### config.mk
export PLATFORM = sky130hd
export DESIGN_NAME = muldiv_seq_64
export DESIGN_NICKNAME = d
export VERILOG_FILES = /design/src/rtl/muldiv_seq_64.sv
export SDC_FILE = /design/constraint.sdc
export NUM_CORES = 1
export LEC_CHECK = 0
export CELL_PAD_IN_SITES_DETAIL_PLACEMENT = 0
export CELL_PAD_IN_SITES_GLOBAL_PLACEMENT = 1
export CORE_UTILIZATION = 48
export CTS_BUF_LIST = sky130_fd_sc_hd__clkbuf_4 sky130_fd_sc_hd__clkbuf_8
export DETAILED_ROUTE_END_ITERATION = 10
export MAX_ROUTING_LAYER = met4
export PLACE_DENSITY_LB_ADDON = 0.1
export SLEW_MARGIN = 10
export SYNTH_ARGS = -nofsm -noshare
export SYNTH_HDL_FRONTEND = slang
export SYNTH_SLANG_ARGS = --single-unit
### constraint.sdc
create_clock -name clk -period 9.35 [get_ports clk]
set_clock_uncertainty 0.15 [all_clocks]
set_input_delay 1.87 -clock clk [delete_from_list [all_inputs] [get_ports clk]]
set_output_delay 1.87 -clock clk [all_outputs]
set_load 0.05 [all_outputs]
### src/rtl/muldiv_seq_64.sv
// muldiv_seq_64: iterative 64-bit unsigned MUL/MULHU/DIVU/REMU, one bit per cycle.
// Shift-add multiply and restoring divide share one accumulator / shift register pair.
module muldiv_seq_64 (
  input  logic        clk,
  input  logic        reset,
  input  logic        start,
  input  logic [1:0]  MulDivOp,
  input  logic [63:0] a,
  input  logic [63:0] b,
  output logic [63:0] Result,
  output logic        done,
  output logic        busy
);

  typedef enum logic [1:0] {
    IDLE = 2'd0,
    BUSY = 2'd1,
    DONE = 2'd2
  } state_t;

  state_t      state_r;
  state_t      state_s;
  logic [5:0]  cnt_r;
  logic [1:0]  op_r;
  logic [63:0] a_r;
  logic [63:0] b_r;
  logic [63:0] acc_r;     // product high half, or partial remainder
  logic [63:0] lo_r;      // product low half / multiplier, or quotient / dividend
  logic [63:0] result_r;
  logic [64:0] add_s;
  logic [64:0] shl_s;
  logic [63:0] acc_nxt_s;
  logic [63:0] lo_nxt_s;
  logic [63:0] fin_s;
  logic        div_zero_s;
  logic        busy_s;
  logic        done_s;

  assign div_zero_s = MulDivOp[1] & (b == 64'd0);
  assign Result     = result_r;
  assign busy       = busy_s;
  assign done       = done_s;

  // State register
  always_ff @(posedge clk) begin
    if (reset) begin
      state_r <= IDLE;
    end else begin
      state_r <= state_s;
    end
  end

  // Next-state logic; divide by zero skips the iteration phase entirely
  always_comb begin
    state_s = state_r;
    case (state_r)
      IDLE: begin
        if (start) begin
          if (div_zero_s) begin
            state_s = DONE;
          end else begin
            state_s = BUSY;
          end
        end else begin
          state_s = IDLE;
        end
      end
      BUSY: begin
        if (cnt_r == 6'd0) begin
          state_s = DONE;
        end else begin
          state_s = BUSY;
        end
      end
      DONE:    state_s = IDLE;
      default: state_s = IDLE;
    endcase
  end

  // Status outputs decoded from the state register
  always_comb begin
    busy_s = (state_r != IDLE);
    done_s = (state_r == DONE);
  end

  // One iteration of either shift-add multiply or restoring divide
  always_comb begin
    add_s = {1'b0, acc_r} + (lo_r[0] ? {1'b0, a_r} : 65'd0);
    shl_s = {acc_r, lo_r[63]};
    if (op_r[1]) begin
      // The remainder stays below b, so the 64-bit subtraction cannot lose bits
      if (shl_s >= {1'b0, b_r}) begin
        acc_nxt_s = shl_s[63:0] - b_r;
        lo_nxt_s  = {lo_r[62:0], 1'b1};
      end else begin
        acc_nxt_s = shl_s[63:0];
        lo_nxt_s  = {lo_r[62:0], 1'b0};
      end
    end else begin
      acc_nxt_s = add_s[64:1];
      lo_nxt_s  = {add_s[0], lo_r[63:1]};
    end
    case (op_r)
      2'b00:   fin_s = lo_nxt_s;
      2'b01:   fin_s = acc_nxt_s;
      2'b10:   fin_s = lo_nxt_s;
      2'b11:   fin_s = acc_nxt_s;
      default: fin_s = lo_nxt_s;
    endcase
  end

  // Operand capture, iteration datapath and result register
  always_ff @(posedge clk) begin
    if (reset) begin
      cnt_r    <= 6'd0;
      op_r     <= 2'd0;
      a_r      <= 64'd0;
      b_r      <= 64'd0;
      acc_r    <= 64'd0;
      lo_r     <= 64'd0;
      result_r <= 64'd0;
    end else begin
      case (state_r)
        IDLE: begin
          if (start) begin
            op_r  <= MulDivOp;
            a_r   <= a;
            b_r   <= b;
            cnt_r <= 6'd63;
            acc_r <= 64'd0;
            lo_r  <= MulDivOp[1] ? a : b;
            if (div_zero_s) begin
              result_r <= MulDivOp[0] ? a : 64'hFFFF_FFFF_FFFF_FFFF;
            end else begin
              result_r <= result_r;
            end
          end else begin
            cnt_r <= cnt_r;
          end
        end
        BUSY: begin
          cnt_r <= cnt_r - 6'd1;
          acc_r <= acc_nxt_s;
          lo_r  <= lo_nxt_s;
          if (cnt_r == 6'd0) begin
            result_r <= fin_s;
          end else begin
            result_r <= result_r;
          end
        end
        default: begin
          result_r <= result_r;
        end
      endcase
    end
  end

endmodule

# [After elaboration in Yosys (flattened, before gate mapping)]
# Index checks and enable logic that the tools add are counted.
[totals] register_bits=330 latch_bits=0 mem_bits_rw=0 rom_bits=0 output_inout_bits=66 n_memories=0
[classes] add_sub_neg=3 n_mul=0 n_div=0 n_lt_le_gt_ge=1 n_eq_ne=8 shift=0 mux=22 n_bitwise=1 n_reduce_logical=11
[ops] operator="$mux W64" n=11
[ops] operator="$pmux W64 S2" n=4
[ops] operator="$add A64 B64 Y65" n=1
[ops] operator="$ge A65 B64 Y1" n=1
[ops] operator="$logic_not A64 Y1" n=1
[ops] operator="$sub A64 B64 Y64" n=1
[ops] operator="$pmux W6 S2" n=1
[ops] operator="$eq A2 B2 Y1 const B" n=3
[ops] operator="$logic_not A6 Y1" n=1
[ops] operator="$mux W2" n=3
[ops] operator="$mux W6" n=1
[ops] operator="$ne A2 B2 Y1 const B" n=3
[ops] operator="$sub A6 B1 Y6 const B" n=1
[ops] operator="$eq A2 B1 Y1 const B" n=2
[ops] operator="$logic_not A2 Y1" n=2
[ops] operator="$pmux W2 S2" n=1
[ops] operator="$reduce_and A2 Y1" n=2
[ops] operator="$reduce_and A4 Y1" n=1
[ops] operator="$reduce_bool A2 Y1" n=2
[ops] operator="$reduce_or A2 Y1" n=2
[ops] operator="$and A1 B1 Y1" n=1
[ops] operator="$mux W1" n=1

# [Longest topological paths before layout]
# Gate-level depths: netlist of run 1.
[logic_depth] ltp_word=6 depth_mapped=17

# [Worst setup path before layout of run 1]
# Ideal clock, no wire load.
[synth_path] kind="input port to flip-flop" from="in b[27]" to="reg result_r[44], in the netlist Result[44]" setup_time_ns=0.119 t_arrival_ns=3.948 required_time_ns=9.081 setup_slack_ns=5.133 stages=8 n_path_buf=2 cell_sequence="or4_1 -> nor4_1 -> nand4_1 -> a22oi_1 -> clkbuf_1 -> buf_1 -> o211ai_1 -> o221a_2"
[synth_via] elab_chain_len=4
[synth_rtl] item="from (decl)" line="9" text="input logic [63:0] b,"
[synth_rtl] item="$logic_not A64 Y1" line="39" text="assign div_zero_s = MulDivOp[1] & (b == 64'd0);"
[synth_rtl] item="$and A1 B1 Y1" line="39"
[synth_rtl] item="$ne A2 B2 Y1 (no source line)"
[synth_rtl] item="$reduce_and A4 Y1 (no source line)"
[synth_rtl] item="to (signal assigned)" line="133" text="result_r <= MulDivOp[0] ? a : 64'hFFFF_FFFF_FFFF_FFFF;"
[synth_rtl] item="to (signal assigned)" line="135" text="result_r <= result_r;"
[synth_rtl] item="to (signal assigned)" line="146" text="result_r <= fin_s;"
[synth_rtl] item="to (decl)" line="29" text="logic [63:0] result_r;"
# No other way between the ends.
# A chain may end at the register's enable or synchronous reset.

# [Worst setup path in the final report of run 1]
[layout_path] from="reg lo_r[0]" to="reg result_r[63], in the netlist Result[63]"
[layout_via] elab_chain_len=6 elab_cells_between_ends=7 cone_classes="add/sub: 1; mux: 6"
[layout_rtl] item="from (decl)" line="28" text="logic [63:0] lo_r;"
[layout_rtl] item="from (signal assigned)" line="131" text="lo_r <= MulDivOp[1] ? a : b;"
[layout_rtl] item="from (signal assigned)" line="144" text="lo_r <= lo_nxt_s;"
[layout_rtl] item="$mux W64 *" line="88" text="add_s = {1'b0, acc_r} + (lo_r[0] ? {1'b0, a_r} : 65'd0);"
[layout_rtl] item="$add A64 B64 Y65 *" line="88"
[layout_rtl] item="$mux W64" line="90" text="if (op_r[1]) begin"
[layout_rtl] item="$pmux W64 S2 *" line="103" text="case (op_r)"
[layout_rtl] item="$mux W64 *" line="145" text="if (cnt_r == 6'd0) begin"
[layout_rtl] item="$pmux W64 S2 *" line="123" text="case (state_r)"
[layout_rtl] item="to (signal assigned)" line="146"
[layout_rtl] item="to (signal assigned)" line="148" text="result_r <= result_r;"
[layout_rtl] item="to (signal assigned)" line="152" text="result_r <= result_r;"
# Every way passes the cells marked *; elsewhere a longest branch is shown, timed or not. The select of a mux whose other input is x is not followed.

==> metrics.md, run 1 <==
| Metric | Value |
|---|---|
| Status | complete, no violations |
| Initial Util | 49.0% |
| Placer Congestion | 1.01 |
| Pre-antenna DRT Iters | 6 |
| Pwr dens | 169 mW/mm2 |
| Final WS setup | 3.79 ns |
| DR WL/cell | 25.4 um |
| RSZ-0062 raised after global routing | false |
| Flops & latches, synth | 330 |
| Clk_lat worst skew | 0.71 ns |
| Final WL | 104 mm |
| Die Area | 0.0512 mm2 |
| Syn Inst Count | 3,324 |
| WP data required | 9.74 ns |
| CP max FO | 66 |
| Antenna Violating Nets Remaining | 0 |
| Post-Syn Area | 0.0242 mm2 |
| Number of flops mapped to enable cells by yosys | 0 |
| # DRC | 0 |
| Crit start category | flop |
| Fraction of layout cells with a size suffix above 1 | 5.74% |
| Core area | 0.0493 mm2 |
| DP Worst Slack | 3.64 ns |
| # Max-Cap Violations | 0 |
| Global-route wire length before repair | 152 mm |
| Final setup vio count | 0 |
| Via count | 26,300 |
| Synthesized area per cell | 7.27 um2 |
| Vias in the first global route | 24,500 |
| Fillers | 4,834 |
| YS warnings | 0 |
| Port Buffer Count | 198 |
| Peak supply drop | 120 uV |
| DP Wirelength | 75.5 mm |
| Total congestion overflow | 0 |
| Total Nets Final | 3,634 |
| Cts bufs inserted | 60 |
| Hold WS | 0.301 ns |
| Most used flip-flop cell after synthesis | dfxtp_1 |
| Chip width | 226 um |
| Slew HR | 23.0% |
| TritonCTS clock tree | built |
| Num rows | 81 |
| I/O pins | 199 |
| Initial antenna violation count | 1 |
| Final slew viol count | 0 |
| CTS clk-pin slew, worst paths | 0.06 ns |
| Die Y-Extent | 226 um |
| Total GRT Usage | 40.6% |
| Worst hold path class | flop to flop |
| Clock sink total | 330 |
| H-tree depth | 2 |
| CTS root buffer | clkbuf_8 |
| Hold_buf cts | 0 |
| Post-Layout Cell Count | 4,083 |
| Cell variety after synth | 85 |
| Mapped Nets | 3,588 |
| Area growth syn-to-layout | 14.4% |
| Async SR Flop Fraction | 0% |
| Setup TNS Final | 0 ns |
| Critical Path End Type | flop |
| Postcts setup bufs | 0 |
| Crit path DAT | 5.96 ns |
| PnR Total Power | 4.67 mW |
| Cell leakage power | 11.0 nW |
| Crit Path Category | flop to flop |
| Largest net degree at the start of global routing | 148 |
| Post-synthesis sequential area ratio | 27.4% |
| Final worst-path cycle share | 59.5% |
| Maximum clock insertion buffer count | 3 |
| CTS resizes | 0 |
| Vias per cell | 6.45 |
| Worst-Margin Slew | 1.16 ns |
| Final hold vios | 0 |
| Cells after DPL | 3,972 |
| DR iter-0 viols | 2,950 |
| Fmax | 0.180 GHz |
| Crit path time final | 5.56 ns |
## path summary, 6_finish.rpt
path	end	from	slack [ns]	cells after the start
setup / recovery	Result[63]	lo_r[0]	3.79	16
hold / removal	a_r[55]	a_r[55]	0.30	2
setup reg to reg	Result[63]	lo_r[0]	3.79	16
hold reg to reg	a_r[55]	a_r[55]	0.30	2
## cells in the final DEF (no fill, tap or decap), types with 69 or more instances in the layout
cell / instances
dfxtp_1: 327
clkdlybuf4s50_1: 196
mux2i_1: 148
ha_1: 129
a21oi_1: 458
nand2_1: 505
nor2_1: 233
xnor2_1: 69
and2_1: 77
clkbuf_8: 78
o21ai_0: 199
inv_1: 108
## metrics by stage
| step | utilization (%) | area, um2 |
|---|---|---|
| finish | 56.1 | 27600 |
| global placement | 53.5 | 26300 |
| detailed placement | 53.5 | 26300 |
| CTS | 56.1 | 27600 |
| floorplan | - | 24200 |
| global route | 56.1 | 27600 |
## report_power, final
| group | internal, mW | leakage (nW) | switching [mW] |
|---|---|---|---|
| logic | 0.511 | 7.62 | 1.04 |
| registers | 1.52 | 2.70 | 0.111 |
| clock network | 0.813 | 0.672 | 0.678 |
| total | 2.84 | 11.0 | 1.83 |
## cells by family (layout without fill, tap and decap cells)
| family | count (synthesis) | in the layout | synth area share, % |
|---|---|---|---|
| AO/OA/AOI/OAI | 1117 | 1117 | 28.2 |
| XOR/XNOR | 110 | 110 | 3.99 |
| adder cells (fa/ha/maj) | 131 | 131 | 6.85 |
| buffers and inverters | 361 | 452 | 5.80 |
| flip-flops | 330 | 330 | 27.4 |
| multiplexers | 165 | 165 | 7.16 |
| other | 0 | 4 | 0 |
| AND/OR/NAND/NOR | 1110 | 1110 | 20.7 |
## Yosys cell counts (all sizes together) (62+ instances only)
cell | instances | area [um2]
ha | 129 | 1610
nor2 | 235 | 882
clkbuf | 205 | 769
inv | 110 | 413
nand3 | 62 | 310
mux2i | 148 | 1480
a21o | 64 | 480
a21oi | 458 | 2290
dfxtp | 330 | 6610
nand2 | 506 | 1900
o21ai | 217 | 1090
xnor2 | 69 | 604
and2 | 78 | 488
o22ai | 68 | 425
## sequential cells by signal, summed over array words and instances, names as in the netlist
| signal | count |
|---|---|
| cnt_r | 6 |
| acc_r | 64 |
| Result | 64 |
| b_r | 64 |
| a_r | 64 |
| op_r | 2 |
| state_r | 2 |
| lo_r | 64 |
## final cells by class
cell class	instances	area, um2	area share, %
Antenna cell	4	10.0	0.0362
Clock buffer	96	1210	4.38
Clock inverter	11	65.1	0.236
Inverter	110	413	1.49
Multi-Input combinational cell	2633	16200	58.7
Sequential cell	330	6610	23.9
Tap cell	664	831	3.01
Timing Repair Buffer	235	2270	8.23
## worst max-delay path, cell delays in order (launching register included)
cell and delay, ns:
dfxtp_2 0.31, buf_4 0.57, and2_1 0.24, ha_1 0.29
a21oi_1 0.16, a2bb2oi_1 0.61, or4b_1 0.54, o2111ai_1 0.49
a2111oi_1 0.17, buf_4 0.19, o31ai_1 0.49, o21ai_1 0.18
a311o_1 0.42, a41oi_1 0.25, nor3_1 0.09, a21oi_1 0.15
a21oi_1 0.08
## routing by layer
layer	global-route usage, %	wire [um]	vias to the layer above	part of all wire, %
li1	-	-	12000	-
met1	55.2	45000	12600	43
met2	58.1	43800	1453	42
met3	10.0	11600	215	11
met4	13.8	3500	0	3.4
met5	-	0	-	0
Note: power is estimated with default switching activity, not from simulation.
==> run 2: changes to the inputs <==
- CORE_UTILIZATION: 48 -> 45
- clock period: 9.35 -> 5.4 ns (I/O delays scaled with it)
==> metrics.md, run 2 (synthesized netlist as in run 1, its figures left out) <==
| Metric | Value |
|---|---|
| Cts bufs inserted | 66 (was 60) |
| R2R setup slack | 0.31 ns (was 3.79 ns) |
| Worst path most repeated cell | buf_4 (was a21oi_1) |
| Slew HR | 8.37% (was 23.0%) |
| WHS Endpoint | a_r[13] (was a_r[55]) |
| Clk_lat worst skew | 0.67 ns (was 0.71 ns) |
| Die Area | 0.0546 mm2 (was 0.0512 mm2) |
| Die Y-Extent | 234 um (was 226 um) |
| Util after Layout | 53.6% (was 56.1%) |
| Hold Path Cell Cnt | 2 (unchanged) |
| Reg2reg start | lo_r[0] (unchanged) |
| Global-route wire length before repair | 159 mm (was 152 mm) |
| DP Wirelength | 80.1 mm (was 75.5 mm) |
| Final setup vio count | 0 (unchanged) |
| Reg area | 0.00661 mm2 (unchanged) |
| CTS root buffer | clkbuf_8 (unchanged) |
| # Max-Cap Violations | 0 (unchanged) |
| # DRC | 0 (unchanged) |
| H-tree depth | 3 (was 2) |
| Path depth of the worst reg2reg path | 19 (was 16) |
| Worst-path cell chain | buf_4 > buf_4 > and2_1 > ha_1 > and4_1 > nand3_1 > nor3_2 > o2111ai_1 > buf_4 > a2111oi_2 > buf_4 > o31ai_1 > buf_4 > o21ai_1 > a311o_1 > a41oi_1 > nor3_1 > a21oi_1 > a21oi_1 (was buf_4 > and2_1 > ha_1 > a21oi_1 > a2bb2oi_1 > or4b_1 > o2111ai_1 > a2111oi_1 > buf_4 > o31ai_1 > o21ai_1 > a311o_1 > a41oi_1 > nor3_1 > a21oi_1 > a21oi_1) |
| Initial Util | 45.8% (was 49.0%) |
| Fraction of layout cells with a size suffix above 1 | 7.48% (was 5.74%) |
| Most common cell after layout, fill and taps aside | nand2_1 (unchanged) |
| Final worst-path cycle share | 94.3% (was 59.5%) |
| Via count | 26,600 (was 26,300) |
| Setup TNS Final | 0 ns (unchanged) |
| Pwr dens | 302 mW/mm2 (was 169 mW/mm2) |
| Chip width | 234 um (was 226 um) |
| Largest net degree at the start of global routing | 131 (was 148) |
| Worst-Margin Slew | 1.37 ns (was 1.16 ns) |
| DR WL/cell | 26.3 um (was 25.4 um) |
| WP data required | 5.84 ns (was 9.74 ns) |
| Peak supply drop | 196 uV (was 120 uV) |
| Pre-antenna DRT Iters | 8 (was 6) |
| Total GRT Usage | 40.3% (was 40.6%) |
| Vias per cell | 6.39 (was 6.45) |
| Crit path time final | 5.09 ns (was 5.56 ns) |
| Status | complete, no violations (unchanged) |
| Worst path max stage delay | 0.52 ns (was 0.61 ns) |
| WP depth | 19 (was 16) |
| Critical Path End Type | flop (unchanged) |
| Postcts setup bufs | 0 (unchanged) |
| RR Endpoint | Result[63] (unchanged) |
| Clock sink total | 330 (unchanged) |
| Crit Path Category | flop to flop (unchanged) |
| I/O pins | 199 (unchanged) |
| Hold_buf cts | 0 (unchanged) |
| Hold_sp | a_r[13] (was a_r[55]) |
| Final hold vios | 0 (unchanged) |
| Antenna Violating Nets Remaining | 0 (unchanged) |
| CTS clk-pin slew, worst paths | 0.06 ns (about the same) |
| Fmax | 0.196 GHz (was 0.180 GHz) |
| Core area | 0.0528 mm2 (was 0.0493 mm2) |
| Final slew viol count | 0 (unchanged) |
| Fillers | 5,196 (was 4,834) |
| Slowest cell on crit path | a2111oi_2 (was a2bb2oi_1) |
| Placer Congestion | 1.02 (was 1.01) |
| Final WL | 109 mm (was 104 mm) |
| Crit path DAT | 5.53 ns (was 5.96 ns) |
| DR iter-0 viols | 3,116 (was 2,950) |
| Port Buffer Count | 198 (unchanged) |
| CTS resizes | 1 (was 0) |
| Total Nets Final | 3,696 (was 3,634) |
| Initial antenna violation count | 7 (was 1) |
| RSZ-0062 raised after global routing | false (unchanged) |
| Cell leakage power | 11.4 nW (was 11.0 nW) |
| Area growth syn-to-layout | 17.2% (was 14.4%) |
| Crit start category | flop (unchanged) |
| Final WS setup | 0.306 ns (was 3.79 ns) |
| TritonCTS clock tree | built (unchanged) |
| Buf+Inv Stages, Crit Path | 5 (was 2) |
| DP Worst Slack | 0.0257 ns (was 3.64 ns) |
| CP max FO | 15 (was 66) |
| Num rows | 84 (was 81) |
| Worst hold path class | flop to flop (unchanged) |
| Maximum clock insertion buffer count | 3 (unchanged) |
| Area occupied by multi-input gates | 0.0162 mm2 (about the same) |
| Delay-heaviest family, CP | compound AO/OA/AOI/OAI gates (unchanged) |
| Most frequent cells in the layout | nand2_1, a21oi_1, dfxtp_1 (unchanged) |
| Vias in the first global route | 24,300 (was 24,500) |
| Total congestion overflow | 0 (unchanged) |
==> run 2: cell count changes in the layout (fill, tap and decap cells not counted), moves of 2 or more <==
cell	change
bufinv_16	+5
buf_4	+53
buf_12	+2
inv_6	+3
clkbuf_8	+5
clkbuf_4	-7
==> run 2: power by group <==
part	leakage [nW]	internal, mW	switching [mW]
registers	2.70	2.63	0.193
logic	7.91	0.924	1.84
clock network	0.756	1.70	1.26
total	11.4	5.25	3.30
==> run 2: area by class of cell <==
cell class / instances / area share [%]
tap: 688 / 3.04
inverter: 110 / 1.46
clock inverter: 17 / 0.809
antenna: 4 / 0.0354
timing repair buffer: 291 / 9.64
sequential: 330 / 23.4
clock buffer: 94 / 4.33
multi-input combinational: 2633 / 57.3
==> run 2: per-stage QoR <==
step                      hold slack (ns)  power [mW]  instances  cell area, um2
after floorplan                     0.282        4.54       3324           24200
after global placement              0.291        5.54       4051           26800
after detailed placement            0.293        5.55       4052           26800
after CTS                           0.302        8.50       4163           28300
after global routing                0.318        8.86       4165           28300
final                               0.298        8.55       4167           28300
==> run 2: layer usage <==
metal,global-route usage [%],wire length [um]
met1,56.4,48600
met2,56.3,45200
met3,8.69,11600
met4,14.0,3910
met5,-,0
==> run 2: how the worst max path moves through the flow <==
stage	start	end	slack, ns
floorplan	lo_r[0]	Result[63]	1.41
global placement	lo_r[0]	Result[63]	0.11
detailed placement	b[38]	Result[33]	0.03
CTS	lo_r[0]	Result[63]	0.13
global route	lo_r[0]	Result[63]	0.05
finish	lo_r[0]	Result[63]	0.31
==> run 2: worst min-delay path: stages (launching register included) <==
cell	delay (ns)
dfxtp_1	0.30
nand2_1	0.05
a21oi_1	0.05
